**src/rtl/risc8_pkg.sv**
```systemverilog
// Shared types for the RISC8 stack engine: operation codes, sequencer states
// and the default stack page.
package risc8_pkg;

  typedef enum logic [2:0] {
    ST_NOP  = 3'd0,
    ST_PUSH = 3'd1,
    ST_POP  = 3'd2,
    ST_CALL = 3'd3,
    ST_RET  = 3'd4
  } stack_op_e;

  typedef enum logic [1:0] {
    S_IDLE = 2'd0,
    S_WR   = 2'd1,
    S_RD   = 2'd2,
    S_DONE = 2'd3
  } stack_st_e;

  // Wide enough for any page width; users slice off the bits they need.
  localparam logic [63:0] SP_PAGE_ONES = '1;

endpackage

```
**src/rtl/stack_pc_shift.sv**
```systemverilog
// BEATS-deep word shift register: serialises a PC most-significant word first
// and assembles a PC from words arriving least-significant first.
module stack_pc_shift #(
  parameter int unsigned WORD = 8,
  parameter int unsigned PCW  = 16
) (
  input  logic            clk,
  input  logic            rst,
  input  logic            load,
  input  logic [PCW-1:0]  load_val,
  input  logic            shift,
  input  logic            capture,
  input  logic [WORD-1:0] cap_in,
  output logic [WORD-1:0] msw,
  output logic [PCW-1:0]  cap_val
);

  logic [PCW-1:0] sh_q;
  logic [PCW-1:0] sh_d;

  // cap_val is the register contents after the current capture, so the last
  // beat of a read can be used in the same cycle it arrives.
  generate
    if (PCW == WORD) begin : g_one
      assign cap_val = cap_in;
    end else begin : g_multi
      assign cap_val = {cap_in, sh_q[PCW-1:WORD]};
    end
  endgenerate

  assign msw = sh_q[PCW-1 -: WORD];

  always_comb begin
    sh_d = sh_q;
    if (load) begin
      sh_d = load_val;
    end else if (shift) begin
      sh_d = sh_q << WORD;
    end else if (capture) begin
      sh_d = cap_val;
    end
  end

  always_ff @(posedge clk or negedge rst) begin
    if (!rst) begin
      sh_q <= '0;
    end else begin
      sh_q <= sh_d;
    end
  end

endmodule

```
**src/rtl/risc_stack_engine.sv**
```systemverilog
// Stack sequencer for RISC8: PUSH/POP of single words and CALL/RET of a
// multi-word PC over a req/ack memory port, with overflow/underflow checks.
module risc_stack_engine
  import risc8_pkg::*;
#(
  parameter int unsigned        WORD     = 8,
  parameter int unsigned        PCW      = 16,
  parameter int unsigned        SPW      = 16,
  parameter int unsigned        MAW      = 24,
  parameter logic [MAW-SPW-1:0] SP_PAGE  = SP_PAGE_ONES[MAW-SPW-1:0],
  parameter logic [SPW-1:0]     SP_TOP   = '1,
  parameter logic [SPW-1:0]     SP_LIMIT = '0
) (
  input  logic            clk,
  input  logic            rst,
  input  stack_op_e       op,
  input  logic            start,
  input  logic [WORD-1:0] wdata,
  input  logic [PCW-1:0]  pc_in,
  output logic            busy,
  output logic            done,
  output logic            err,
  output logic [WORD-1:0] rdata,
  output logic [PCW-1:0]  pc_out,
  output logic            ovf,
  output logic            unf,
  input  logic            clr_flags,
  output logic [SPW-1:0]  depth,
  output logic            mem_req,
  output logic            mem_we,
  output logic [MAW-1:0]  mem_addr,
  output logic [WORD-1:0] mem_wdata,
  input  logic [WORD-1:0] mem_rdata,
  input  logic            mem_ack,
  output stack_st_e       dbg_state
);

  localparam int unsigned    BEATS  = PCW / WORD;
  localparam int unsigned    BW     = $clog2(BEATS + 1);
  localparam logic [SPW-1:0] SP_ONE = SPW'(1);

  // Handshake: a memory beat is held (req, we, addr, wdata constant) from the
  // cycle req rises until the clock edge at which req && ack are both high.
  stack_st_e       state_q, state_d;
  stack_op_e       op_q, op_d;
  logic [SPW-1:0]  sp_q, sp_d;
  logic [BW-1:0]   beats_q, beats_d;
  logic            err_q, err_d;
  logic            ovf_q, ovf_d;
  logic            unf_q, unf_d;
  logic [WORD-1:0] rdata_q, rdata_d;
  logic [PCW-1:0]  pc_out_q, pc_out_d;

  logic            ovf_set, unf_set;
  logic            multi, wr_op, rd_op, last_beat;
  logic [SPW:0]    free_w, avail_r, need;

  logic            sh_load, sh_shift, sh_cap;
  logic [PCW-1:0]  sh_load_val, sh_cap_val;
  logic [WORD-1:0] sh_msw;

  stack_pc_shift #(
    .WORD (WORD),
    .PCW  (PCW)
  ) u_pc_shift (
    .clk      (clk),
    .rst      (rst),
    .load     (sh_load),
    .load_val (sh_load_val),
    .shift    (sh_shift),
    .capture  (sh_cap),
    .cap_in   (mem_rdata),
    .msw      (sh_msw),
    .cap_val  (sh_cap_val)
  );

  assign busy      = (state_q != S_IDLE);
  assign done      = (state_q == S_DONE);
  assign err       = (state_q == S_DONE) && err_q;
  assign rdata     = rdata_q;
  assign pc_out    = pc_out_q;
  assign ovf       = ovf_q;
  assign unf       = unf_q;
  assign depth     = SP_TOP - sp_q;
  assign dbg_state = state_q;

  always_comb begin
    state_d     = state_q;
    op_d        = op_q;
    sp_d        = sp_q;
    beats_d     = beats_q;
    err_d       = err_q;
    rdata_d     = rdata_q;
    pc_out_d    = pc_out_q;
    ovf_set     = 1'b0;
    unf_set     = 1'b0;
    sh_load     = 1'b0;
    sh_shift    = 1'b0;
    sh_cap      = 1'b0;
    // A PUSH rides the same shifter as CALL: its word sits in the top slot.
    sh_load_val = PCW'(wdata) << (PCW - WORD);
    multi       = (op == ST_CALL) || (op == ST_RET);
    wr_op       = (op == ST_PUSH) || (op == ST_CALL);
    rd_op       = (op == ST_POP) || (op == ST_RET);
    need        = multi ? (SPW+1)'(BEATS) : (SPW+1)'(1);
    free_w      = {1'b0, sp_q} - {1'b0, SP_LIMIT} + (SPW+1)'(1);
    avail_r     = {1'b0, SP_TOP - sp_q};
    last_beat   = (beats_q == BW'(1));
    mem_req     = 1'b0;
    mem_we      = 1'b0;
    mem_addr    = {SP_PAGE, sp_q};
    mem_wdata   = '0;

    unique case (state_q)
      S_IDLE: begin
        if (start) begin
          op_d    = op;
          err_d   = 1'b0;
          beats_d = multi ? BW'(BEATS) : BW'(1);
          if (wr_op && (free_w < need)) begin
            err_d   = 1'b1;
            ovf_set = 1'b1;
            state_d = S_DONE;
          end else if (rd_op && (avail_r < need)) begin
            err_d   = 1'b1;
            unf_set = 1'b1;
            state_d = S_DONE;
          end else if (wr_op) begin
            sh_load = 1'b1;
            if (op == ST_CALL) begin
              sh_load_val = pc_in;
            end
            state_d = S_WR;
          end else if (rd_op) begin
            state_d = S_RD;
          end else begin
            state_d = S_DONE;
          end
        end
      end
      S_WR: begin
        mem_req   = 1'b1;
        mem_we    = 1'b1;
        mem_wdata = sh_msw;
        if (mem_ack) begin
          sp_d     = sp_q - SP_ONE;
          sh_shift = 1'b1;
          beats_d  = beats_q - BW'(1);
          if (last_beat) begin
            state_d = S_DONE;
          end
        end
      end
      S_RD: begin
        mem_req  = 1'b1;
        mem_addr = {SP_PAGE, sp_q + SP_ONE};
        if (mem_ack) begin
          sp_d    = sp_q + SP_ONE;
          sh_cap  = 1'b1;
          beats_d = beats_q - BW'(1);
          if (op_q == ST_POP) begin
            rdata_d = mem_rdata;
          end
          if (last_beat) begin
            state_d = S_DONE;
            if (op_q == ST_RET) begin
              pc_out_d = sh_cap_val;
            end
          end
        end
      end
      S_DONE: begin
        state_d = S_IDLE;
      end
      default: begin
        state_d = S_IDLE;
      end
    endcase

    // A new violation wins over a same-cycle clear.
    ovf_d = ovf_set | (ovf_q & ~clr_flags);
    unf_d = unf_set | (unf_q & ~clr_flags);
  end

  always_ff @(posedge clk or negedge rst) begin
    if (!rst) begin
      state_q  <= S_IDLE;
      op_q     <= ST_NOP;
      sp_q     <= SP_TOP;
      beats_q  <= '0;
      err_q    <= 1'b0;
      ovf_q    <= 1'b0;
      unf_q    <= 1'b0;
      rdata_q  <= '0;
      pc_out_q <= '0;
    end else begin
      state_q  <= state_d;
      op_q     <= op_d;
      sp_q     <= sp_d;
      beats_q  <= beats_d;
      err_q    <= err_d;
      ovf_q    <= ovf_d;
      unf_q    <= unf_d;
      rdata_q  <= rdata_d;
      pc_out_q <= pc_out_d;
    end
  end

endmodule

```
**config.mk**
```make
export PLATFORM = sky130hd
export DESIGN_NAME = risc_stack_engine
export DESIGN_NICKNAME = d
export VERILOG_FILES = /design/src/rtl/risc8_pkg.sv /design/src/rtl/stack_pc_shift.sv /design/src/rtl/risc_stack_engine.sv
export SDC_FILE = /design/constraint.sdc
export NUM_CORES = 1
export LEC_CHECK = 0
export CAP_MARGIN = 25
export CORE_MARGIN = 2
export CORE_UTILIZATION = 49
export DETAILED_ROUTE_END_ITERATION = 10
export PLACE_DENSITY = 0.86
export SKIP_CTS_REPAIR_TIMING = 1
export SYNTH_ARGS = -nofsm -noshare
export SYNTH_HDL_FRONTEND = slang
export SYNTH_SLANG_ARGS = --single-unit
```
**constraint.sdc**
```tcl
create_clock -name clk -period 3.5 [get_ports clk]
set_input_delay 0.35 -clock clk [delete_from_list [all_inputs] [get_ports clk]]
set_output_delay 0.35 -clock clk [all_outputs]
set_load 0.01 [all_outputs]
```
* Yosys cells after proc, flatten, opt, wreduce, memory -nomap -nowiden
Cells that the tools add are included.
Widths: inputs -> output; s select.
** Operators by class
- Bitwise operators :: 5
- Reduce and logical (&&, ||, !) cells :: 18
- Mux-type cells :: 45
- Add/subtract/negate cells :: 5
- Equal/unequal tests :: 15
- Magnitude comparators :: 2
** Operators with widths (count)
- $mux 16 :: 12
- $pmux 16 s2 :: 1
- $mux 2 :: 10
- $mux 1 :: 19
- $add 16x1->17 const B :: 1
- $lt 17x2->1 :: 1
- $add 16x1->16 const B :: 1
- $lt 16x2->1 :: 1
- $sub 16x1->16 const B :: 1
- $sub 16x16->16 const A :: 1
- $reduce_and 3->1 :: 4
- $eq 3x2->1 const B :: 3
- $mux 8 :: 1
- $eq 3x3->1 const B :: 2
- $ne 2x2->1 const B :: 3
- $pmux 2 s3 :: 1
- $reduce_bool 2->1 :: 3
- $eq 2x1->1 const B :: 2
- $eq 2x2->1 const B :: 2
- $ne 2x1->1 const B :: 2
- $pmux 2 s2 :: 1
- $reduce_and 4->1 :: 1
- $eq 3x1->1 const B :: 1
- $logic_and 1x1->1 :: 3
- other kinds (9) :: 13
** Storage, ports and cells
- Bits in registers :: 66
- Output and inout port bits :: 81
- Input port bits :: 40
- Word-level logic and storage cells :: 100

* Logic depth before layout (Yosys ltp)
- Word-level depth :: 10
- Gate-level depth with buffers :: 11
- Gate-level depth less buffers :: 8

* Modules after synthesis
From an unflattened synthesis, not the netlist that was laid out.
** Unflattened totals
- Cells, all modules :: 485
- Area, all modules :: 4565.6 µm²
** By module, submodules not included
- risc_stack_engine :: area an instance 3540.9 µm², cells each 380, instances 1
- stack_pc_shift :: area an instance 1024.7 µm², cells each 105, instances 1

* Worst setup path before layout
OpenSTA, ideal clock, no wires.
- Path kind :: register to register
- Start :: reg sp_q[0]
- End :: reg u_pc_shift.sh_q[10]
- Path slack :: 0.831 ns
- Arrival time :: 2.590 ns
- Clock period less this slack :: 2.669 ns
- Library setup time :: 0.079 ns
- Path buffers :: 2
- Cell stages (with the launch flop) :: 11
- Path through :: dfstp_2 inv_1 ha_1 ha_1 o31a_1 nor4_1 and3_1 a41o_1 buf_2 buf_4 mux2i_1
** Between the ends
- Cells in the longest elaborated chain, start to end :: 8
** RTL lines
- from (decl) :: RTL line risc_stack_engine.sv:46 : logic [SPW-1:0] sp_q, sp_d;
- from (signal assigned) :: RTL line risc_stack_engine.sv:199 : sp_q <= sp_d;
- $sub 16x16->16 *
- named net depth[0] :: RTL line risc_stack_engine.sv:28 : output logic [SPW-1:0] depth,
- $lt 16x2->1 * :: RTL line risc_stack_engine.sv:124 : end else if (rd_op && (avail_r < need)) begin
- $logic_and 1x1->1 * :: RTL line risc_stack_engine.sv:124
- $mux 1 or $mux 16 (tied branches) :: RTL line risc_stack_engine.sv:124
- $mux 1 or $mux 16 (tied branches) :: RTL line risc_stack_engine.sv:120 : if (wr_op && (free_w < need)) begin
- $mux 1 or $mux 16 (tied branches) :: RTL line risc_stack_engine.sv:116 : if (start) begin
- $mux 1 or $mux 16 (tied branches) :: RTL line risc_stack_engine.sv:114 : unique case (state_q)
- $reduce_bool 3->1 (no line) or $mux 16 (tied branches)
- to (signal assigned) :: RTL line stack_pc_shift.sv:46 : sh_q <= '0;
- to (signal assigned) :: RTL line stack_pc_shift.sv:48 : sh_q <= sh_d;
- to (decl) :: RTL line stack_pc_shift.sv:18 : logic [PCW-1:0] sh_q;
The timed path passes the listed nets; every way through them passes the cells marked *.
A chain may end at the register's enable or synchronous reset.

* Worst setup path after layout
- Start :: reg sp_q[0]
- End :: out mem_addr[14]
** Between the ends
- Cells in the longest elaborated chain, start to end :: 2
** RTL lines
- $add 16x1->16 :: RTL line risc_stack_engine.sv:156 : mem_addr = {SP_PAGE, sp_q + SP_ONE};
- $mux 16 :: RTL line risc_stack_engine.sv:114
- to (decl) :: RTL line risc_stack_engine.sv:31 : output logic [MAW-1:0] mem_addr,
No other way between the ends.

==> results.cfg <==
[clock_tree]
cts_sinks = 66
cts_tree = built
numCtsBuffers = 9
path_clk_slew_ns = 0.08
cts_buffer_depth = 2
cts-root-buf = clkbuf_8
htreeDepth = 3
clk_latency_ns = 0.34

[place]
routabilityCongestion = 0.936
portBuffers = 112
dp.final_hpwl_mm = 8.67
post-place-ws_ns = 0.426

[critical_path]
crit_path_start = sp_q[0]$_DFFE_PN1P_
crit_chain = ha_1 -> and4_1 -> nand3_1 -> nor4_1 -> xnor2_1 -> clkdlybuf4s50_1
rr_endpoint = u_pc_shift.sh_q[9]$_DFFE_PN0P_
cpPeakStageDelay_ns = 0.60
path_max_fanout = 7
worstPathRequired_ns = 3.15
cpMaxStageDelayCell = dfstp_2
r2r_cells = 9
worst_r2r_startpoint = sp_q[0]$_DFFE_PN1P_
crit_arrival_ns = 2.95
reg2reg_slack_ns = 0.73
end_kind = output port
path_class = reg -> out
startpoint_type = flip-flop

[drt]
firstDrtPassIters = 5
route.top_layer_used = met4
num_vias = 3896
m1WireLength_mm = 4.53
vias_per_cell = 5.89
drt-total-wl_mm = 11.6
initialDrtViolationCount = 264
antenna_left = 0
drc_errors = 0
wl_per_cell_microns = 17.5
wl_met3_mm = 1.06
wl_met2_mm = 5.75

[logic_synthesis]
synth_ff_type = dfrtp_1
synth.avg_cell_area_sq_um = 9.56
yosysUniqueCellTypes = 58
ys_warn_count = 0
async_flop_share_pct = 100
syn_area_sq_mm = 0.00425
ys_ff_latch = 66
synth_edf_count = 0
yosysSeqAreaShare_pct = 39.3
syn_inst = 445

[timing]
timing.slew.headroom_pct = 54.1
whs_ns = -0.00408
period_minus_slack_ns = 3.30
finClkSkew_ns = 0.00987
finalMaxSlewViolations = 0
clock.fmax_mhz = 303
fin_ws_ns = 0.200
tns_ns = 0
post-route-period-util_pct = 94.3
setup_viol_count_final = 0
finalHoldViolCount = 11
rsz0062_at_grt = false
worst_slew_pin_slew_ns = 0.686

[die]
coreArea_sq_mm = 0.00830
rows = 33
start_util_pct = 51.3
io-pin-count = 121
die_area_sq_mm = 0.00944
die_w_microns = 97.2
die_h_microns = 97.2

[cells_and_area]
area_delta_synth_final_pct = 32.5
antenna_cells = 0
nets = 603
layout-drive-gt1-share_pct = 14.7
fillers = 637

[global_route]
antenna_found_initial = 0
grt_overflow = 0
grtUsageTotal_pct = 24.7
grt_pass1_vias = 3930
grt_first_pass_wirelength_mm = 19.3
grt_start_max_net_pins = 33

[power]
powerDensity_mw_per_mm2 = 791
p_leak_nw = 2.38
peakVddDrop_mv = 0.476

[run_status]
status = finished with violations
violations = negative hold slack

[worst_hold_path]
hp-class = in -> async

[job]
cap_violations = 0
-- critical path, delay by kind of cell, from the launching register on --
| kind | cells | cell delay, ns |
|---|---|---|
| flip-flops | 1 | 0.60 |
| buffers and inverters | 1 | 0.55 |
| adder cells (fa/ha/maj) | 1 | 0.31 |
| XOR/XNOR | 1 | 0.17 |
| AND/OR/NAND/NOR | 3 | 0.98 |
-- power breakdown --
group	switching, W	leakage (nW)	internal, W
clock	0.000326	0.0941	0.000285
combinational	0.00115	1.48	0.00123
sequential	0.000351	0.808	0.00112
total	0.00182	2.38	0.00264
-- cell usage in the layout, fill, tap and decap left out, drive strengths merged, types with 11 or more instances in the layout --
| cell type | n |
|---|---|
| a21oi | 23 |
| a22oi | 17 |
| and2 | 11 |
| buf | 13 |
| clkdlybuf4s50 | 111 |
| dfrtp | 50 |
| dfstp | 16 |
| ha | 12 |
| inv | 27 |
| mux2 | 28 |
| mux2i | 28 |
| nand2 | 34 |
| nand3 | 16 |
| nor2 | 22 |
| o21ai | 14 |
| xnor2 | 29 |
-- sequential cells by signal (all words and copies together), names as in the netlist --
signal,flops
ovf,1
u_pc_shift.sh_q,16
err_q,1
pc_out,16
sp_q,16
rdata,8
unf,1
op_q,3
dbg_state,2
beats_q,2
-- cell usage after synthesis (all sizes together), types with 2 or more instances --
| cell | n | area (sq um) |
|---|---|---|
| nand3b | 2 | 15.0 |
| nor2b | 3 | 18.8 |
| o31ai | 6 | 45.0 |
| nor4 | 6 | 37.5 |
| a22o | 10 | 87.6 |
| nand2 | 34 | 128 |
| dfrtp | 50 | 1250 |
| buf | 21 | 131 |
| dfstp | 16 | 420 |
| nor2 | 22 | 82.6 |
| clkbuf | 15 | 57.6 |
| or3 | 4 | 30.0 |
| nand4 | 10 | 62.6 |
| nor3 | 10 | 50.1 |
| a2111oi | 2 | 17.5 |
| nand3 | 16 | 80.1 |
| and2 | 11 | 68.8 |
| o21ai | 14 | 70.1 |
| a21oi | 23 | 123 |
| and3 | 4 | 25.0 |
| mux2 | 28 | 315 |
| inv | 23 | 86.3 |
| mux2i | 28 | 280 |
| o211ai | 5 | 37.5 |
| a22oi | 17 | 128 |
| ha | 12 | 150 |
| xnor2 | 29 | 254 |
| or4 | 4 | 35.0 |
-- through the flow --
| stage | instance area [sq um] | hold slack, ns | power (W) | cells | util, % |
|---|---|---|---|---|---|
| 2_1_floorplan | 4280 | 0.0544 | 0.00280 | 452 | - |
| 3_3_place_gp | 5430 | 0.490 | 0.00375 | 644 | 65.4 |
| 3_5_place_dp | 5450 | 0.384 | 0.00384 | 645 | 65.6 |
| 4_1_cts | 5630 | 0.00270 | 0.00447 | 661 | 67.9 |
| 5_1_grt | 5640 | 0.0282 | 0.00475 | 661 | 67.9 |
| 6_report | 5640 | -0.00408 | 0.00446 | 661 | 67.9 |
-- worst max path at each step --
stage	to	slack, ns	cells after the start
floorplan	u_pc_shift.sh_q[10]$_DFFE_PN0P_	0.83	10
global placement	u_pc_shift.sh_q[9]$_DFFE_PN0P_	0.47	10
detailed placement	u_pc_shift.sh_q[9]$_DFFE_PN0P_	0.43	10
CTS	mem_addr[13]	0.17	7
global route	mem_addr[14]	0.05	6
finish	mem_addr[14]	0.20	6
-- kinds of logic after synthesis --
group           after synthesis  share of synthesized area [%]
compound gates               88                           14.2
buf+inv                      60                           6.56
simple gates                132                           16.1
fa+ha+maj                    12                           3.53
flops                        66                           39.3
other cells                   1                         0.0882
mux                          56                           14.0
xor+xnor                     30                           6.18
-- layout make-up --
class | count | area [sq um] | area share, %
clock buffers | 10 | 138 | 2.44
clock inverters | 6 | 47.5 | 0.844
inverters | 24 | 90.1 | 1.60
multi-input cells | 326 | 2340 | 41.5
flip-flops and latches | 66 | 1670 | 29.7
well taps | 105 | 131 | 2.33
repair buffers | 124 | 1220 | 21.6
-- per-layer routing --
metal / up-vias / global-route usage, %
li1: 1791 / -
met1: 1866 / 30.2
met2: 215 / 42.6
met3: 24 / 6.98
met4: 0 / 7.04
met5: - / 0
(Power assumes the default switching activity.)
